`config.mk`:
```
export PLATFORM = sky130hd
export DESIGN_NAME = boot_sequencer_flat
export DESIGN_NICKNAME = d
export VERILOG_FILES = /design/src/rtl/cpu_pkg.sv /design/src/rtl/boot_sequencer_if.sv /design/src/rtl/boot_sequencer.sv /design/src/flat_wrapper.sv
export SDC_FILE = /design/constraint.sdc
export NUM_CORES = 1
export LEC_CHECK = 0
export BUFFER_PORTS_ARGS = -buffer_cell sky130_fd_sc_hd__buf_2
export CAP_MARGIN = 10
export CORE_MARGIN = 5
export CORE_UTILIZATION = 50
export DETAILED_ROUTE_END_ITERATION = 16
export GPL_ROUTABILITY_DRIVEN = 0
export PLACE_DENSITY = 0.86
export SYNTH_ARGS = -nofsm -noshare
export SYNTH_HDL_FRONTEND = slang
export SYNTH_SLANG_ARGS = --single-unit
```
`constraint.sdc`:
```
create_clock -name clk -period 2.5 [get_ports clk]
set_clock_uncertainty 0.15 [all_clocks]
set_input_delay 0 -clock clk [delete_from_list [all_inputs] [get_ports clk]]
set_output_delay 0 -clock clk [all_outputs]
set_load 0.05 [all_outputs]
```
`src/rtl/cpu_pkg.sv`:
```
// Shared CPU definitions used by the boot path.
// Holds the boot sequencer state encoding and its default bus widths.
// No logic; types and constants only.
package cpu_pkg;

  localparam int BOOT_ADDR_W = 4;
  localparam int BOOT_DATA_W = 8;

  typedef enum logic [2:0] {
    S_IDLE,
    S_WAIT_BYTE,
    S_ADDR,
    S_DATA,
    S_DONE
  } boot_state_t;

endpackage

```
`src/rtl/boot_sequencer_if.sv`:
```
// Program-byte stream from the boot source (UART rx / ROM reader).
// Plain valid/ready: a byte moves on a clock edge where both are high.
// The source must hold byte_data stable while byte_valid is high and byte_ready low.
interface boot_sequencer_if #(
  parameter int DATA_W = 8
);

  logic [DATA_W-1:0] byte_data;
  logic              byte_valid;
  logic              byte_ready;

  modport master (output byte_data, output byte_valid, input byte_ready);
  modport slave  (input byte_data, input byte_valid, output byte_ready);

endinterface

```
`src/rtl/boot_sequencer.sv`:
```
// Boot loader sequencer: writes LOAD_LEN streamed bytes to RAM 0.. via MAR/RAM phases.
// Latency: 3 cycles per byte minimum (wait, address, data) plus one done cycle.
// Backpressure: byte_ready only in S_WAIT_BYTE; the source holds its byte otherwise.
module boot_sequencer
  import cpu_pkg::*;
#(
  parameter int ADDR_W        = BOOT_ADDR_W,
  parameter int DATA_W        = BOOT_DATA_W,
  parameter int LOAD_LEN      = 16,
  parameter bit BOOT_ON_RESET = 1'b1
) (
  input  logic               clk,
  input  logic               rst,
  input  logic               start,
  input  logic               abort,
  boot_sequencer_if.slave    byte_if,
  output logic               bootload_address,
  output logic               bootload_ram,
  output logic [DATA_W-1:0]  boot_bus_data,
  output logic               cpu_hold,
  output logic               cpu_restart,
  output logic               busy,
  output logic               done,
  output logic [ADDR_W-1:0]  load_addr
);

  localparam boot_state_t       RESET_STATE = BOOT_ON_RESET ? S_WAIT_BYTE : S_IDLE;
  // Terminal compare is against the last address, so the counter never wraps.
  localparam logic [ADDR_W-1:0] LAST_ADDR   = ADDR_W'(LOAD_LEN - 1);

  boot_state_t       state;
  logic [DATA_W-1:0] byte_q;

  // Sequencer state, address counter and captured byte; abort beats every transition.
  always_ff @(posedge clk or posedge rst) begin
    if (rst) begin
      state     <= RESET_STATE;
      load_addr <= '0;
      byte_q    <= '0;
    end else if (abort) begin
      state     <= S_IDLE;
      load_addr <= '0;
    end else begin
      case (state)
        S_IDLE: begin
          if (start) begin
            state     <= S_WAIT_BYTE;
            load_addr <= '0;
          end
        end
        S_WAIT_BYTE: begin
          if (byte_if.byte_valid) begin
            byte_q <= byte_if.byte_data;
            state  <= S_ADDR;
          end
        end
        S_ADDR: begin
          state <= S_DATA;
        end
        S_DATA: begin
          if (load_addr == LAST_ADDR) begin
            state <= S_DONE;
          end else begin
            load_addr <= load_addr + 1'b1;
            state     <= S_WAIT_BYTE;
          end
        end
        S_DONE: begin
          state     <= S_IDLE;
          load_addr <= '0;
        end
        default: begin
          state     <= S_IDLE;
          load_addr <= '0;
        end
      endcase
    end
  end

  // Outputs decode from registered state only, so byte_valid never reaches the control unit combinationally.
  always_comb begin
    byte_if.byte_ready = 1'b0;
    bootload_address   = 1'b0;
    bootload_ram       = 1'b0;
    boot_bus_data      = '0;
    cpu_hold           = 1'b0;
    cpu_restart        = 1'b0;
    busy               = 1'b0;
    done               = 1'b0;
    case (state)
      S_WAIT_BYTE: begin
        byte_if.byte_ready = 1'b1;
        busy               = 1'b1;
        cpu_hold           = 1'b1;
      end
      S_ADDR: begin
        bootload_address = 1'b1;
        boot_bus_data    = DATA_W'(load_addr);
        busy             = 1'b1;
        cpu_hold         = 1'b1;
      end
      S_DATA: begin
        bootload_ram  = 1'b1;
        boot_bus_data = byte_q;
        busy          = 1'b1;
        cpu_hold      = 1'b1;
      end
      S_DONE: begin
        done        = 1'b1;
        cpu_restart = 1'b1;
        cpu_hold    = 1'b1;
        busy        = 1'b1;
      end
      default: begin
        cpu_hold = 1'b0;
      end
    endcase
  end

endmodule

```
`src/flat_wrapper.sv`:
```
// flat-port wrapper written by rule: the top's interface ports become plain ports
module boot_sequencer_flat import cpu_pkg::*;
#(
  parameter int ADDR_W        = BOOT_ADDR_W,
  parameter int DATA_W        = BOOT_DATA_W,
  parameter int LOAD_LEN      = 16,
  parameter bit BOOT_ON_RESET = 1'b1
)
  (clk, rst, start, abort, bootload_address, bootload_ram, boot_bus_data, cpu_hold, cpu_restart, busy, done, load_addr, byte_if_byte_data, byte_if_byte_valid, byte_if_byte_ready);
  boot_sequencer_if #(.DATA_W(DATA_W)) byte_if_i ();
  input  logic clk;
  input  logic rst;
  input  logic start;
  input  logic abort;
  output logic bootload_address;
  output logic bootload_ram;
  output logic [DATA_W-1:0] boot_bus_data;
  output logic cpu_hold;
  output logic cpu_restart;
  output logic busy;
  output logic done;
  output logic [ADDR_W-1:0] load_addr;
  input wire logic [$bits(byte_if_i.byte_data)-1:0] byte_if_byte_data;
  input wire logic [$bits(byte_if_i.byte_valid)-1:0] byte_if_byte_valid;
  output wire logic [$bits(byte_if_i.byte_ready)-1:0] byte_if_byte_ready;
  assign byte_if_i.byte_data = byte_if_byte_data;
  assign byte_if_i.byte_valid = byte_if_byte_valid;
  assign byte_if_byte_ready = byte_if_i.byte_ready;
  boot_sequencer #(.ADDR_W(ADDR_W), .DATA_W(DATA_W), .LOAD_LEN(LOAD_LEN), .BOOT_ON_RESET(BOOT_ON_RESET)) u_core (.clk(clk), .rst(rst), .start(start), .abort(abort), .byte_if(byte_if_i), .bootload_address(bootload_address), .bootload_ram(bootload_ram), .boot_bus_data(boot_bus_data), .cpu_hold(cpu_hold), .cpu_restart(cpu_restart), .busy(busy), .done(done), .load_addr(load_addr));
endmodule
```
==> metrics.md <==
| Metric | Value |
|---|---|
| Status | `complete, no violations` |
| Grt ovf | `0` |
| First-pass GRT wire length | `about 3500 um` |
| Port Buf Inserts | `31` |
| Num rows | `14` |
| CP max FO | `6` |
| Core ar. | `1540 sq um` |
| Skew-Pair Late Insertion Delay | `between 0.2 and 0.3 ns` |
| Initial Util | `0.543` |
| Share of cells above drive strength 1 | `0.414` |
| Syn_area_per_cell | `between 10 and 15 sq um` |
| Area Overhead vs Synth | `34.2%` |
| Setup Fix Bufs, Post-CTS | `0` |
| Num CTS Buffers | `3` |
| P_leak | `between 0.5 and 0.6 nW` |
| Crit end category | `register` |
| Post-route cell area | `1120 sq um` |
| Post-synthesis register bit count | `15` |
| Drt first-iter violations | `13` |
| Slew HR | `0.620` |
| Setup TNS | `0 ns` |
| Initial antenna violation count | `0` |
| Vias in the first global route | `between 700 and 800` |
| Worst hold path class | `in -> reg` |
| Final Critical Period | `2.17 ns` |
| Largest net degree at the start of global routing | `16` |
| YS warnings | `0` |
| Power Dens Cells | `~540 nW/um^2` |
| Hold path cells | `4` |
| Crit share post-route | `0.866` |
| Worst Max-Slew Pin Slew | `~0.57 ns` |
| DR vias | `between 700 and 800` |
| Maximum clock rate | `0.462 GHz` |
| Worst VDD drop | `0.000417 V` |
| H-tree levels | `1` |
| TritonCTS clock tree | `yes` |
| Fill cell count | `between 100 and 150` |
| Final setup viols | `0` |
| I/O pins | `32` |
| Via density | `5.58` |
| Clock Path Buffers | `2` |
| CTS sink cnt | `15` |
| Final Slew Violations | `0` |
| Final wirelength | `just over 2000 um` |
| Clk root buf | `clkbuf_4` |
| Wire per inst | `approximately 15 um` |
| Antenna cells | `0` |
| Die Ht | `between 50 and 60 um` |
| First-pass DRT Iterations | `4` |
| Critical Path Start Type | `register` |
| Seq/Total Area, Yosys | `0.450` |
| Mapped Cells | `74` |
| Clock transition at path regs | `roughly 0.09 ns` |
| NumNets Final | `131` |
| Die span in x | `around 51 um` |
| Detailed Place HPWL | `1410 um` |
| Yosys cell types | `31` |
| Kind of critical path | `reg -> reg` |
| RSZ-0062 raised after global routing | `false` |
| Worst path required time | `about 2.6 ns` |
| Register-to-Register Path Depth | `5` |
| CP Data Arrival Time | `between 2 and 2.5 ns` |
| Fin. Hold Viols | `0` |
| Routed Antenna Nets | `0` |
| DIE AREA | `2590 sq um` |
| Mapped cell area | `837 sq um` |
| GRT Total Usage | `0.176` |
| Area after DPL | `slightly below 1000 sq um` |
| # DRC | `0` |
| Max_cap viols | `0` |
| Synth Net Count | `88` |
## stage by stage
stage	hold slack [ns]	setup WS (ns)	power, mW	cells	utilization
floorplan	-0.249	0.191	0.418	74	-
global placement	-0.0713	0.798	0.443	116	0.633
detailed placement	-0.0645	0.769	0.453	116	0.633
CTS	0.0607	0.343	0.607	132	0.729
global route	0.116	0.172	0.643	132	0.729
finish	0.0566	0.335	0.608	132	0.729
## cell usage after synthesis
library cell | count | area [sq um]
a41oi_1 | 1 | 8.76
o21ai_0 | 3 | 15.0
dfstp_2 | 1 | 26.3
a211oi_1 | 1 | 7.51
nand4bb_1 | 1 | 11.3
a21oi_1 | 1 | 5.00
or2_1 | 1 | 6.26
a22o_1 | 5 | 43.8
buf_6 | 1 | 11.3
nor3_4 | 1 | 16.3
buf_4 | 2 | 15.0
nor3b_1 | 2 | 15.0
a22oi_1 | 1 | 7.51
nand3b_4 | 1 | 20.0
nand3_1 | 2 | 10.0
nor2_1 | 4 | 15.0
a2111oi_0 | 1 | 8.76
o22ai_1 | 1 | 6.26
and2_1 | 6 | 37.5
nor3_1 | 1 | 5.00
dfrtp_1 | 14 | 350
nand2b_1 | 2 | 12.5
ha_1 | 1 | 12.5
inv_1 | 3 | 11.3
buf_2 | 2 | 10.0
and4bb_2 | 1 | 12.5
xnor2_1 | 1 | 8.76
mux2_2 | 9 | 101
nand2_1 | 2 | 7.51
a211o_1 | 1 | 8.76
mux2i_1 | 1 | 10.0
## critical path: stages (launching register included)
cell           delay [ns]
dfrtp_1              0.45
ha_1                 0.26
nand3_1              0.15
mux2i_1              0.10
a2111oi_0            0.37
dlygate4sd3_1        0.61
## sequential cells by signal (all words and copies together), names as in the netlist
signal,flops
u_core.load_addr,4
u_core.byte_q,8
u_core.state,3
## cell usage in the layout, fill, tap and decap left out
cell	synthesis	routed
nand2b_1	2	2
a211oi_1	1	1
nand4bb_1	1	1
mux2i_1	1	1
or2_1	1	1
nor3b_1	2	2
and2_1	6	6
a211o_1	1	1
nand3_1	2	2
dfrtp_1	14	14
clkinv_2	0	1
nand2_1	2	2
dlygate4sd3_1	0	12
and4bb_2	1	1
nand3b_4	1	1
nor3_4	1	1
ha_1	1	1
nor2_1	4	4
clkbuf_4	0	3
o22ai_1	1	1
xnor2_1	1	1
dfstp_2	1	1
buf_2	2	31
a22o_1	5	5
a41oi_1	1	1
mux2_2	9	9
inv_1	3	3
a2111oi_0	1	1
nor3_1	1	1
a22oi_1	1	1
o21ai_0	3	3
a21oi_1	1	1
## final timing paths
check | start | endpoint | slack, ns
max | u_core.load_addr[0]$_DFFE_PP0P_ | u_core.state[0]$_DFFE_PP1P_ | 0.33
min | start | u_core.load_addr[2]$_DFFE_PP0P_ | 0.06
max reg2reg | u_core.load_addr[0]$_DFFE_PP0P_ | u_core.state[0]$_DFFE_PP1P_ | 0.33
min reg2reg | u_core.byte_q[5]$_DFFE_PP0P_ | u_core.byte_q[5]$_DFFE_PP0P_ | 0.36
max in group asynchronous | rst | u_core.state[0]$_DFFE_PP1P_ | 1.68
min in group asynchronous | rst | u_core.state[2]$_DFFE_PP0P_ | 0.15
## power breakdown
part / switching, mW / total [mW] / internal [mW]
Combinational: 0.0807 / 0.151 / 0.0706
Sequential: 0.0303 / 0.316 / 0.285
Clock: 0.0814 / 0.141 / 0.0596
## timing repair
item	4_1_cts	5_1_grt
gates resized for setup	0	0
endpoints found under the hold margin	26	0
hold buffers	12	0
## per-layer routing
layer	vias to the layer above	track usage	part of all wire
met5	-	0	0
met4	0	0.0809	0.021
met3	5	0.0349	0.083
met2	31	0.306	0.51
met1	349	0.207	0.39
li1	351	-	-
## area by class of cell
cell class / instances / area, sq um / area share
Timing Repair Buffer: 43 / 275 / 0.245
Clock inverter: 1 / 5.00 / 0.00445
Multi-Input combinational cell: 51 / 413 / 0.367
Tap cell: 16 / 20.0 / 0.0178
Clock buffer: 3 / 22.5 / 0.0200
Inverter: 3 / 11.3 / 0.0100
Sequential cell: 15 / 377 / 0.335
## kinds of logic after synthesis
| kind of cell | Yosys count | share of synthesized area |
|---|---|---|
| fa+ha+maj | 1 | 0.0149 |
| flops | 15 | 0.450 |
| xor+xnor | 1 | 0.0105 |
| mux | 10 | 0.133 |
| buf+inv | 8 | 0.0568 |
| compound gates | 15 | 0.133 |
| simple gates | 24 | 0.202 |
(Power assumes the default switching activity.)
